[src/rtl/stack_if.sv]
// Bundle of request/response, data-memory and register-bank SP signals for stack_controller.
// master = controller side, slave = requester/memory/bank side.
interface stack_if #(
  parameter int DATA_W = 32
);
  logic              op_valid;
  logic              op_ready;
  logic              op_push;
  logic [DATA_W-1:0] op_data;
  logic              resp_valid;
  logic [DATA_W-1:0] resp_data;
  logic              resp_err;
  logic              mem_req;
  logic              mem_we;
  logic [DATA_W-1:0] mem_addr;
  logic [DATA_W-1:0] mem_wdata;
  logic              mem_ack;
  logic [DATA_W-1:0] mem_rdata;
  logic              stack_op;
  logic [DATA_W-1:0] sp_next;
  logic [DATA_W-1:0] sp_cur;

  modport master (
    input  op_valid, op_push, op_data, mem_ack, mem_rdata,
    output op_ready, resp_valid, resp_data, resp_err,
           mem_req, mem_we, mem_addr, mem_wdata, stack_op, sp_next, sp_cur
  );

  modport slave (
    output op_valid, op_push, op_data, mem_ack, mem_rdata,
    input  op_ready, resp_valid, resp_data, resp_err,
           mem_req, mem_we, mem_addr, mem_wdata, stack_op, sp_next, sp_cur
  );
endinterface

[src/rtl/stack_controller.sv]
// Full-descending stack controller: owns SP, sequences PUSH/POP to data memory, resyncs bank SP.
// Optional STACK_BOUNDS_CHECK_EN adds overflow/underflow detection (ERR state, STACK_LIMIT param).
//
// state | meaning
// INIT  | after reset; second cycle pulses stack_op with STACK_BASE to resync bank SP
// IDLE  | op_ready=1, waiting for a request
// MEM   | memory request held until mem_ack
// DONE  | resp_valid, stack_op commits new SP
// ERR   | resp_valid with resp_err, SP unchanged (bounds-check build only)
module stack_controller #(
  parameter int DATA_W = 32,
`ifdef STACK_BOUNDS_CHECK_EN
  parameter int unsigned STACK_LIMIT = 64,
`endif
  parameter int unsigned STACK_BASE = 111
) (
  input  logic       clock,
  input  logic       reset_n,
  stack_if.master    bus
);

  localparam logic [2:0] INIT = 3'd0;
  localparam logic [2:0] IDLE = 3'd1;
  localparam logic [2:0] MEM  = 3'd2;
  localparam logic [2:0] DONE = 3'd3;
`ifdef STACK_BOUNDS_CHECK_EN
  localparam logic [2:0] ERR  = 3'd4;
  localparam logic [DATA_W-1:0] LIMIT = DATA_W'(STACK_LIMIT);
`endif
  localparam logic [DATA_W-1:0] BASE = DATA_W'(STACK_BASE);
  localparam logic [DATA_W-1:0] ONE  = DATA_W'(1);

  logic [2:0]        state;
  logic              init_arm;
  logic [DATA_W-1:0] sp_q;
  logic              req_push;
  logic [DATA_W-1:0] req_data;
  logic [DATA_W-1:0] req_addr;
  logic [DATA_W-1:0] rdata_q;
  logic [DATA_W-1:0] sp_step;
  logic              bounds_err;
  logic              in_init_pulse;

  assign sp_step = req_push ? (sp_q - ONE) : (sp_q + ONE);

`ifdef STACK_BOUNDS_CHECK_EN
  assign bounds_err = bus.op_push ? (sp_q == LIMIT) : (sp_q == BASE);
`else
  assign bounds_err = 1'b0;
`endif

  // INIT is held for one extra cycle so the resync pulse never shows while reset is asserted.
  assign in_init_pulse = (state == INIT) && init_arm;

  always_ff @(posedge clock or negedge reset_n) begin
    if (!reset_n) begin
      state    <= INIT;
      init_arm <= 1'b0;
      sp_q     <= BASE;
      req_push <= 1'b0;
      req_data <= '0;
      req_addr <= '0;
      rdata_q  <= '0;
    end else begin
      case (state)
        INIT: begin
          if (init_arm) state <= IDLE;
          else          init_arm <= 1'b1;
        end
        IDLE: begin
          if (bus.op_valid) begin
            req_push <= bus.op_push;
            req_data <= bus.op_data;
            req_addr <= bus.op_push ? (sp_q - ONE) : sp_q;
`ifdef STACK_BOUNDS_CHECK_EN
            state    <= bounds_err ? ERR : MEM;
`else
            state    <= MEM;
`endif
          end
        end
        MEM: begin
          if (bus.mem_ack) begin
            rdata_q <= bus.mem_rdata;
            state   <= DONE;
          end
        end
        DONE: begin
          sp_q  <= sp_step;
          state <= IDLE;
        end
`ifdef STACK_BOUNDS_CHECK_EN
        ERR: state <= IDLE;
`endif
        default: state <= INIT;
      endcase
    end
  end

  assign bus.op_ready   = (state == IDLE);
  assign bus.mem_req    = (state == MEM);
  assign bus.mem_we     = (state == MEM) && req_push;
  assign bus.mem_addr   = (state == MEM) ? req_addr : '0;
  assign bus.mem_wdata  = ((state == MEM) && req_push) ? req_data : '0;
  assign bus.resp_data  = ((state == DONE) && !req_push) ? rdata_q : '0;
`ifdef STACK_BOUNDS_CHECK_EN
  assign bus.resp_valid = (state == DONE) || (state == ERR);
  assign bus.resp_err   = (state == ERR);
`else
  assign bus.resp_valid = (state == DONE) || bounds_err;
  assign bus.resp_err   = bounds_err;
`endif
  assign bus.stack_op   = in_init_pulse || (state == DONE);
  assign bus.sp_next    = in_init_pulse ? BASE : ((state == DONE) ? sp_step : '0);
  assign bus.sp_cur     = sp_q;

endmodule
[src/flat_wrapper.sv]
// flat-port wrapper written by rule: the top's interface ports become plain ports
module stack_controller_flat 
#(
  parameter int DATA_W = 32,

  parameter int unsigned STACK_BASE = 111
)
  (clock, reset_n, bus_op_valid, bus_op_push, bus_op_data, bus_mem_ack, bus_mem_rdata, bus_op_ready, bus_resp_valid, bus_resp_data, bus_resp_err, bus_mem_req, bus_mem_we, bus_mem_addr, bus_mem_wdata, bus_stack_op, bus_sp_next, bus_sp_cur);
  stack_if #(.DATA_W(DATA_W)) bus_i ();
  input  logic clock;
  input  logic reset_n;
  input wire logic [$bits(bus_i.op_valid)-1:0] bus_op_valid;
  input wire logic [$bits(bus_i.op_push)-1:0] bus_op_push;
  input wire logic [$bits(bus_i.op_data)-1:0] bus_op_data;
  input wire logic [$bits(bus_i.mem_ack)-1:0] bus_mem_ack;
  input wire logic [$bits(bus_i.mem_rdata)-1:0] bus_mem_rdata;
  output wire logic [$bits(bus_i.op_ready)-1:0] bus_op_ready;
  output wire logic [$bits(bus_i.resp_valid)-1:0] bus_resp_valid;
  output wire logic [$bits(bus_i.resp_data)-1:0] bus_resp_data;
  output wire logic [$bits(bus_i.resp_err)-1:0] bus_resp_err;
  output wire logic [$bits(bus_i.mem_req)-1:0] bus_mem_req;
  output wire logic [$bits(bus_i.mem_we)-1:0] bus_mem_we;
  output wire logic [$bits(bus_i.mem_addr)-1:0] bus_mem_addr;
  output wire logic [$bits(bus_i.mem_wdata)-1:0] bus_mem_wdata;
  output wire logic [$bits(bus_i.stack_op)-1:0] bus_stack_op;
  output wire logic [$bits(bus_i.sp_next)-1:0] bus_sp_next;
  output wire logic [$bits(bus_i.sp_cur)-1:0] bus_sp_cur;
  assign bus_i.op_valid = bus_op_valid;
  assign bus_i.op_push = bus_op_push;
  assign bus_i.op_data = bus_op_data;
  assign bus_i.mem_ack = bus_mem_ack;
  assign bus_i.mem_rdata = bus_mem_rdata;
  assign bus_op_ready = bus_i.op_ready;
  assign bus_resp_valid = bus_i.resp_valid;
  assign bus_resp_data = bus_i.resp_data;
  assign bus_resp_err = bus_i.resp_err;
  assign bus_mem_req = bus_i.mem_req;
  assign bus_mem_we = bus_i.mem_we;
  assign bus_mem_addr = bus_i.mem_addr;
  assign bus_mem_wdata = bus_i.mem_wdata;
  assign bus_stack_op = bus_i.stack_op;
  assign bus_sp_next = bus_i.sp_next;
  assign bus_sp_cur = bus_i.sp_cur;
  stack_controller #(.DATA_W(DATA_W), .STACK_BASE(STACK_BASE)) u_core (.clock(clock), .reset_n(reset_n), .bus(bus_i));
endmodule
[config.mk]
export PLATFORM = sky130hd
export DESIGN_NAME = stack_controller_flat
export DESIGN_NICKNAME = d
export VERILOG_FILES = /design/src/rtl/stack_if.sv /design/src/rtl/stack_controller.sv /design/src/flat_wrapper.sv
export SDC_FILE = /design/constraint.sdc
export NUM_CORES = 1
export LEC_CHECK = 0
export CORE_MARGIN = 4
export CORE_UTILIZATION = 48
export CTS_CLUSTER_SIZE = 14
export DETAILED_ROUTE_END_ITERATION = 7
export PLACE_DENSITY = 0.91
export SETUP_SLACK_MARGIN = 0.4
export SKIP_LAST_GASP = 1
export SYNTH_ARGS = -nofsm -noshare
export SYNTH_HDL_FRONTEND = slang
export SYNTH_SLANG_ARGS = --single-unit
[constraint.sdc]
create_clock -name clock -period 4 [get_ports clock]
set_input_delay 0.8 -clock clock [delete_from_list [all_inputs] [get_ports clock]]
set_output_delay 0.8 -clock clock [all_outputs]
set_load 0.005 [all_outputs]
### Word-level counts from Yosys, hierarchy flattened

Index checks and enable logic that the tools add are counted.

| storage, ports and cells | value |
|---|---|
| output and inout bits | 166 |
| bits in registers | 133 |
| bits of input ports | 69 |
| logic and storage cells | 35 |

| operators by class | value |
|---|---|
| multiplexer cells | 11 |
| equal/unequal tests | 6 |
| add/subtract/negate cells | 2 |
| reduce and logical (&&, ||, !) cells | 9 |

Operators by type and width:

| cell | number |
|---|---|
| 32-bit 2-to-1 mux | 7 |
| 32-bit by 1-bit adder with 32-bit output (second input constant) | 1 |
| 32-bit by 1-bit subtractor with 32-bit output (second input constant) | 1 |
| 3-bit case mux with 4 select lines | 1 |
| 3-bit 2-to-1 mux | 3 |
| 3-bit by 2-bit equality test with 1-bit output (second input constant) | 2 |
| 2-bit != test (second input constant) | 2 |
| 2-bit AND reduction | 2 |
| 3-bit by 1-bit equality test with 1-bit output (second input constant) | 1 |
| 1-bit logical AND | 3 |
| 3-bit zero test | 1 |
| 3-bit AND reduction | 1 |
| 2-bit by 1-bit != test with 1-bit output (second input constant) | 1 |
| 1-bit zero test | 1 |
| 1-bit logical OR | 1 |

### Depth between registers and ports, before layout

Gate-level depths: netlist (run 1).

| logic depth | value |
|---|---|
| depth in word-level cells | 4 |
| gate-level depth with buffers | 9 |
| gate-level depth less buffers | 7 |

### Least setup slack after synthesis (run 1)

Ideal clock, no wire load.

| path | value |
|---|---|
| path kind | flip-flop to output port |
| start point | reg u_core.sp_q[0] (netlist: u_core.bus.sp_cur[0]) |
| end point | out bus_sp_next[26] |
| cell stages (with the launch flop) | 9 |
| data required time | 3200 ps |
| path slack | 910 ps |
| arrival | 2290 ps |
| path buffers | 1 |
| cells stage by stage | dfstp_2 -> clkbuf_1 -> inv_1 -> ha_1 -> or4b_1 -> or4_4 -> o32ai_2 -> xnor2_1 -> nor2_1 |

| on the way | value |
|---|---|
| word-level cells in the longest chain between the ends | 4 |
| elaborated cells on any way between the ends | 5 |

RTL lines:

| what | RTL line | source |
|---|---|---|
| start: declaration | stack_controller.sv:35 | `logic [DATA_W-1:0] sp_q;` |
| start signal: assignment | stack_controller.sv:89 | `sp_q <= sp_step;` |
| 32-bit by 1-bit adder with 32-bit output or 32-bit by 1-bit subtractor with 32-bit output (tied branches) | stack_controller.sv:44 | `assign sp_step = req_push ? (sp_q - ONE) : (sp_q + ONE);` |
| 32-bit 2-to-1 mux (*) | stack_controller.sv:44 |  |
| 32-bit 2-to-1 mux (*) (2 in series) | stack_controller.sv:114 | `assign bus.sp_next = in_init_pulse ? BASE : ((state == DONE) ? sp_step : '0);` |
| end: declaration | flat_wrapper.sv:26 | `output wire logic [$bits(bus_i.sp_next)-1:0] bus_sp_next;` |

Every way passes the cells marked *; elsewhere a longest branch is shown, timed or not.

### Final worst setup path (run 1)

| path | value |
|---|---|
| start point | reg u_core.sp_q[0] (netlist: u_core.bus.sp_cur[0]) |
| end point | out bus_sp_next[7] |

Same word-level chain as after synthesis.

==> run metrics, run 1 <==
top layer in use=met4; post-synthesis sequential area ratio=0.431; DPL Wire Length=16.3 mm; DRC=0; Cell variety after synth=52; Final Max Tran Viols=0; Clock Sinks=132; final hold vios=0; reg2reg path depth=7; startpoint types=flip-flop; CTS buffer count=17; syn avg cell area=9.46 sq um; final hold slack=0.474 ns; Vias=between 7,000 and 8,000; top cell type's share of synthesized area=0.410; Register Area=approximately 3300 sq um; met2 wire len=around 13 mm; worst vdd ir=0.460 mV; Die Y=between 100 and 150 um; via-per-instance ratio=between 5 and 6; setup violators final=0; synthesized cell area=just under 8000 sq um; RSZ-0062 raised after global routing=yes; number of global-route vias before repair=7,196; FMAX=267 MHz; largest net degree at the start of global routing=116; crit path kind=flip-flop to primary output; Rows=between 40 and 50; pwr dens=approximately 730 nW/um^2; Async SR Flop Fraction=1.00; commonest non-fill, non-tap cell in the layout=clkdlybuf4s50_1; max_slew headroom=0.282; Clock Latency Late Sink=0.44 ns; commonest non-fill, non-tap cells in the layout=clkdlybuf4s50_1 (220), dfrtp_1 (113), nand2_1 (78); clock buffer depth=2; drt pass-1 iters=6; period utilisation layout=0.937; WL final=26.5 mm; Seq cells post-synth=approximately 130; Data arrival, critical path=2.95 ns; IO Port Bufs=roughly 230; Final ANT Viol Nets=0; status=finished, final reports clean; fraction of layout cells with a size suffix above 1=0.230; area occupied by multi-input gates=4380 sq um; Clock Skew=0.0327 ns; Critical Path RT=about 3.2 ns; Syn Nets=889; Final nets=1,143; Mapped Cells=813; Tightest Pin Transition=1.08 ns; Crit Path Max Fanout=6; Area Overhead vs Synth=50.3%; Clock Tree Root=clkbuf_16; global route overflow=0; total core area=15,800 sq um; clock-pin slew on the worst setup and hold paths=0.06 ns; prevailing post-synth register cell=dfrtp_1; initial antenna violation count=0; effective utilization at floorplan=0.488; Setup TNS=0 ns; number of flops mapped to enable cells by yosys=0; WL/cell=about 20 um; Hold Buf Count CTS=0; DIE WIDTH=135 um; post-synth top area cell=dfrtp_1; H-tree depth=4; Pleak=4.75 nW; fill count=1,061; Hold Crit Class=flip-flop to flip-flop; Worst Hold Depth=2; CTS tree=built; Routability Congestion=between 0.9 and 1; dominant cells by area after synthesis=dfrtp_1 (41%), mux2_2 (9.7%), xnor2_1 (7.2%); min Tclk post-route=3.75 ns; final core utilization=0.733; All-Layer GR Usage=0.265; diode count=0; M1 WL=9.98 mm; die area=18,100 sq um; first-pass GRT wire length=roughly 38 mm; I/O pin count=roughly 240; DRT iter0 DRCs=roughly 860; synth warn=0; DR WL met3=2.71 mm; maxcap violations=0; Worst setup EP type=primary output
-- synthesized netlist by cell type (3+ instances only) --
library cell and count:
dfrtp_1 126, nand2_1 81, and2_1 66, mux2_2 66
xnor2_1 63, nor2_1 49, clkbuf_1 48, o21ai_0 47
and3_1 35, nor3_1 26, nand4_1 23, xor2_1 19
nand3_1 16, nor4_1 16, inv_1 13, a21oi_1 11
buf_1 11, buf_2 8, o32ai_1 8, ha_1 7
dfstp_2 6, o21bai_1 5, or3b_2 5, or4_1 5
and4_1 4, nand2b_1 4, nor4_2 4, buf_6 3
o21a_1 3, or2_2 3
-- path summary, 6_finish.rpt --
| kind | from | endpoint | slack, ns |
|---|---|---|---|
| setup reg to reg | u_core.bus.sp_cur[7] | u_core.req_addr[26] | 1.37 |
| max in group asynchronous | reset_n | u_core.req_data[30] | 2.66 |
| setup / recovery | u_core.bus.sp_cur[0] | bus_sp_next[7] | 0.25 |
| min in group asynchronous | reset_n | u_core.bus.sp_cur[23] | 0.55 |
| hold reg to reg | u_core.req_addr[30] | u_core.req_addr[30] | 0.47 |
| hold / removal | u_core.req_addr[30] | u_core.req_addr[30] | 0.47 |
-- where the power goes --
group          switching (mW)  internal [mW]  leakage, nW
logic                    2.09           2.13         2.84
clock network           0.630           1.05        0.290
registers               0.545           1.97         1.62
-- state kept, by name (all words and copies together), names as in the netlist --
signal / count
u_core.req_addr: 32
u_core.req_data: 32
u_core.state: 2
u_core.rdata_q: 32
u_core.req_push: 1
u_core.init_arm: 1
u_core.bus.sp_cur: 32
-- kinds of logic (layout without fill, tap and decap cells) --
group,Yosys count,after routing,synth area share
XOR/XNOR,82,82,0.0934
other,1,1,0.000488
AND/OR/NAND/NOR,354,354,0.252
AO/OA/AOI/OAI,85,85,0.0672
adder cells (fa/ha/maj),7,7,0.0114
flip-flops,132,132,0.431
multiplexers,68,68,0.0993
buffers and inverters,84,351,0.0457
-- routing by layer --
metal  track usage  up-vias
met5             0        -
met4         0.104        0
met1         0.329     3564
met2         0.443      527
met3        0.0700      125
li1              -     3311
-- worst max-delay path, stage by stage (launching register included) --
cell	delay [ns]
dfstp_2	0.59
buf_4	0.13
and3_1	0.27
nand2b_1	0.29
o21ai_0	0.42
xnor2_1	0.14
nor2_1	0.14
clkdlybuf4s50_1	0.52
-- per-stage QoR --
step	setup WS (ns)	power, mW	instances	instance area (sq um)
after floorplan	0.910	4.43	813	7690
after global placement	0.389	5.91	1212	10200
after detailed placement	0.345	6.04	1212	10200
after CTS	0.382	8.03	1272	11200
after global routing	0.215	8.83	1296	11600
final	0.252	8.42	1296	11600
-- repair_timing --
action,4_1_cts,5_1_grt
pin swaps,10,8
resized for setup,61,34
gates cloned,0,1
endpoints found under the setup margin,27,32
buffers inserted,28,23
-- layout make-up --
class | instances | share of cell area
clock buffers | 18 | 0.0371
clock inverters | 14 | 0.0174
inverters | 13 | 0.00422
multi-input cells | 597 | 0.379
flip-flops and latches | 132 | 0.288
well taps | 216 | 0.0234
repair buffers | 306 | 0.251
Note: power is estimated with default switching activity, not from simulation.
==> run 2: changes to the inputs <==
- CORE_MARGIN: 4 -> 2
==> run 2 against run 1 <==
Register-to-register slack better by 0.18 ns; utilization rose by 0.22 points; critical path type unchanged; via count barely moved; hold slack got worse by 0.0065 ns; routed wire length is 1.6% lower; highest routed layer unchanged; die area is 5.9% lower; first-iteration DRC count is 1.8% lower; clock-buffer cell count is 2 higher; critical endpoint is now bus_sp_next[16]; clock skew shrank 0.019 ns; sequential cell count stayed put; sequential power about the same.
==> run metrics, run 2 (synthesis gave the netlist of run 1 again) <==
status=finished, final reports clean; Hold Buf Count CTS=0; FMAX=about 260 MHz; Worst setup EP type=primary output; die area=17,000 sq um; max_slew headroom=0.333; Clock Latency Late Sink=0.43 ns; final hold slack=0.467 ns; Hold Crit Class=flip-flop to flip-flop; period utilisation layout=0.946; IO Port Bufs=approximately 230; number of global-route vias before repair=6,980; hold path startpoint=u_core.req_addr[29]; Final ANT Viol Nets=0; Vias=7,521; Hold Path End=u_core.req_addr[29]; Final nets=1,135; final hold vios=0; Clock Sinks=between 100 and 150; CTS tree=built; largest net degree at the start of global routing=104; Area Overhead vs Synth=50.8%; reg2reg path depth=6; Worst R2R Setup Slack=1.55 ns; Crit Path Max Fanout=9; min Tclk post-route=3.78 ns; diode count=0; Final Power=8.34 mW; total core area=15,800 sq um; startpoint types=flip-flop; Setup TNS=0 ns; DRC=0; commonest non-fill, non-tap cell in the layout=clkdlybuf4s50_1; DRT iter0 DRCs=840; Worst Hold Depth=2; RSZ-0062 raised after global routing=yes; global route overflow=0; DIE WIDTH=131 um; commonest non-fill, non-tap cells in the layout=clkdlybuf4s50_1 (226), dfrtp_1 (113), nand2_1 (78); WL final=26.1 mm; H-tree depth=4; Tightest Pin Transition=roughly 1 ns; pwr dens=720 nW/um^2; fraction of layout cells with a size suffix above 1=0.234; Final Max Tran Viols=0; Routability Congestion=between 0.9 and 1; maxcap violations=0; initial antenna violation count=0; I/O pin count=235; Clock Skew=roughly 0.014 ns; DPL Wire Length=between 15 and 20 mm; clock-pin slew on the worst setup and hold paths=around 0.06 ns; effective utilization at floorplan=0.488; clock buffer depth=2; Data arrival, critical path=about 3.0 ns; via-per-instance ratio=5.84; CTS buffer count=17; Clock Tree Root=clkbuf_16; Critical Path RT=between 3 and 4 ns; WL/cell=20.3 um; crit path kind=flip-flop to primary output; setup violators final=0; final core utilization=0.735; R2R Path End=u_core.bus.sp_cur[26]; drt pass-1 iters=6; Crit Reg-Reg Startpoint=u_core.bus.sp_cur[11]; Pleak=4.70 nW; worst vdd ir=roughly 0.42 mV; Die Y=between 100 and 150 um; All-Layer GR Usage=0.273; first-pass GRT wire length=36.2 mm; Rows=46
==> run 2: metrics by stage <==
step | worst slack (ns) | instance area (sq um) | std cells
3_3_place_gp | 0.398 | 10200 | 1214
6_report | 0.217 | 11600 | 1288
5_1_grt | 0.146 | 11600 | 1288
3_5_place_dp | 0.346 | 10200 | 1214
2_1_floorplan | 0.910 | 7690 | 813
4_1_cts | 0.230 | 11100 | 1268
==> run 2: worst max-delay path: stages (launching register included) <==
cell and delay [ns]:
dfrtp_2 0.40, buf_4 0.18, and4_2 0.26, nand4_1 0.12, buf_4 0.17, buf_12 0.15
nor3_1 0.10, or3b_2 0.47, a21oi_1 0.17, clkdlybuf4s50_1 0.53
==> run 2: how the worst max path moves through the flow <==
stage	cells past startpoint	start	slack [ns]	to
5_1_grt	8	u_core.bus.sp_cur[11]	0.15	bus_sp_next[24]
6_report	9	u_core.bus.sp_cur[8]	0.22	bus_sp_next[16]
3_5_place_dp	8	u_core.bus.sp_cur[1]	0.35	bus_sp_next[26]
2_1_floorplan	8	u_core.bus.sp_cur[0]	0.91	bus_sp_next[26]
3_3_place_gp	8	u_core.bus.sp_cur[1]	0.40	bus_sp_next[26]
4_1_cts	8	u_core.bus.sp_cur[4]	0.23	bus_sp_next[16]
==> run 2: what timing repair did <==
action                     in CTS  in global routing
buffers inserted               22                 19
setup endpoints to repair      23                 63
resized for setup              44                 64
pin swaps                       8                 13
cloned                          0                  1
==> run 2: power by group <==
group / internal (mW) / total (mW) / leakage (nW) / switching [mW]
registers: 1.97 / 2.54 / 1.62 / 0.566
logic: 2.15 / 4.24 / 2.81 / 2.10
clock network: 0.964 / 1.56 / 0.280 / 0.599
==> run 2: final cells by class <==
| type | instances | area (sq um) |
|---|---|---|
| Multi-Input combinational cell | 597 | 4460 |
| Fill cell | 1057 | 4180 |
| Sequential cell | 132 | 3330 |
| Timing Repair Buffer | 298 | 2890 |
| Clock buffer | 20 | 467 |
| Tap cell | 216 | 270 |
| Clock inverter | 12 | 130 |
| Inverter | 13 | 48.8 |
==> run 2: routing by layer <==
metal / vias to the layer above / global-route usage / routed length [um] / part of all wire
met5: - / 0 / 0 / 0
li1: 3290 / - / - / -
met2: 532 / 0.455 / 12400 / 0.47
met1: 3539 / 0.326 / 9530 / 0.37
met3: 160 / 0.0737 / 2740 / 0.11
met4: 0 / 0.143 / 1460 / 0.056
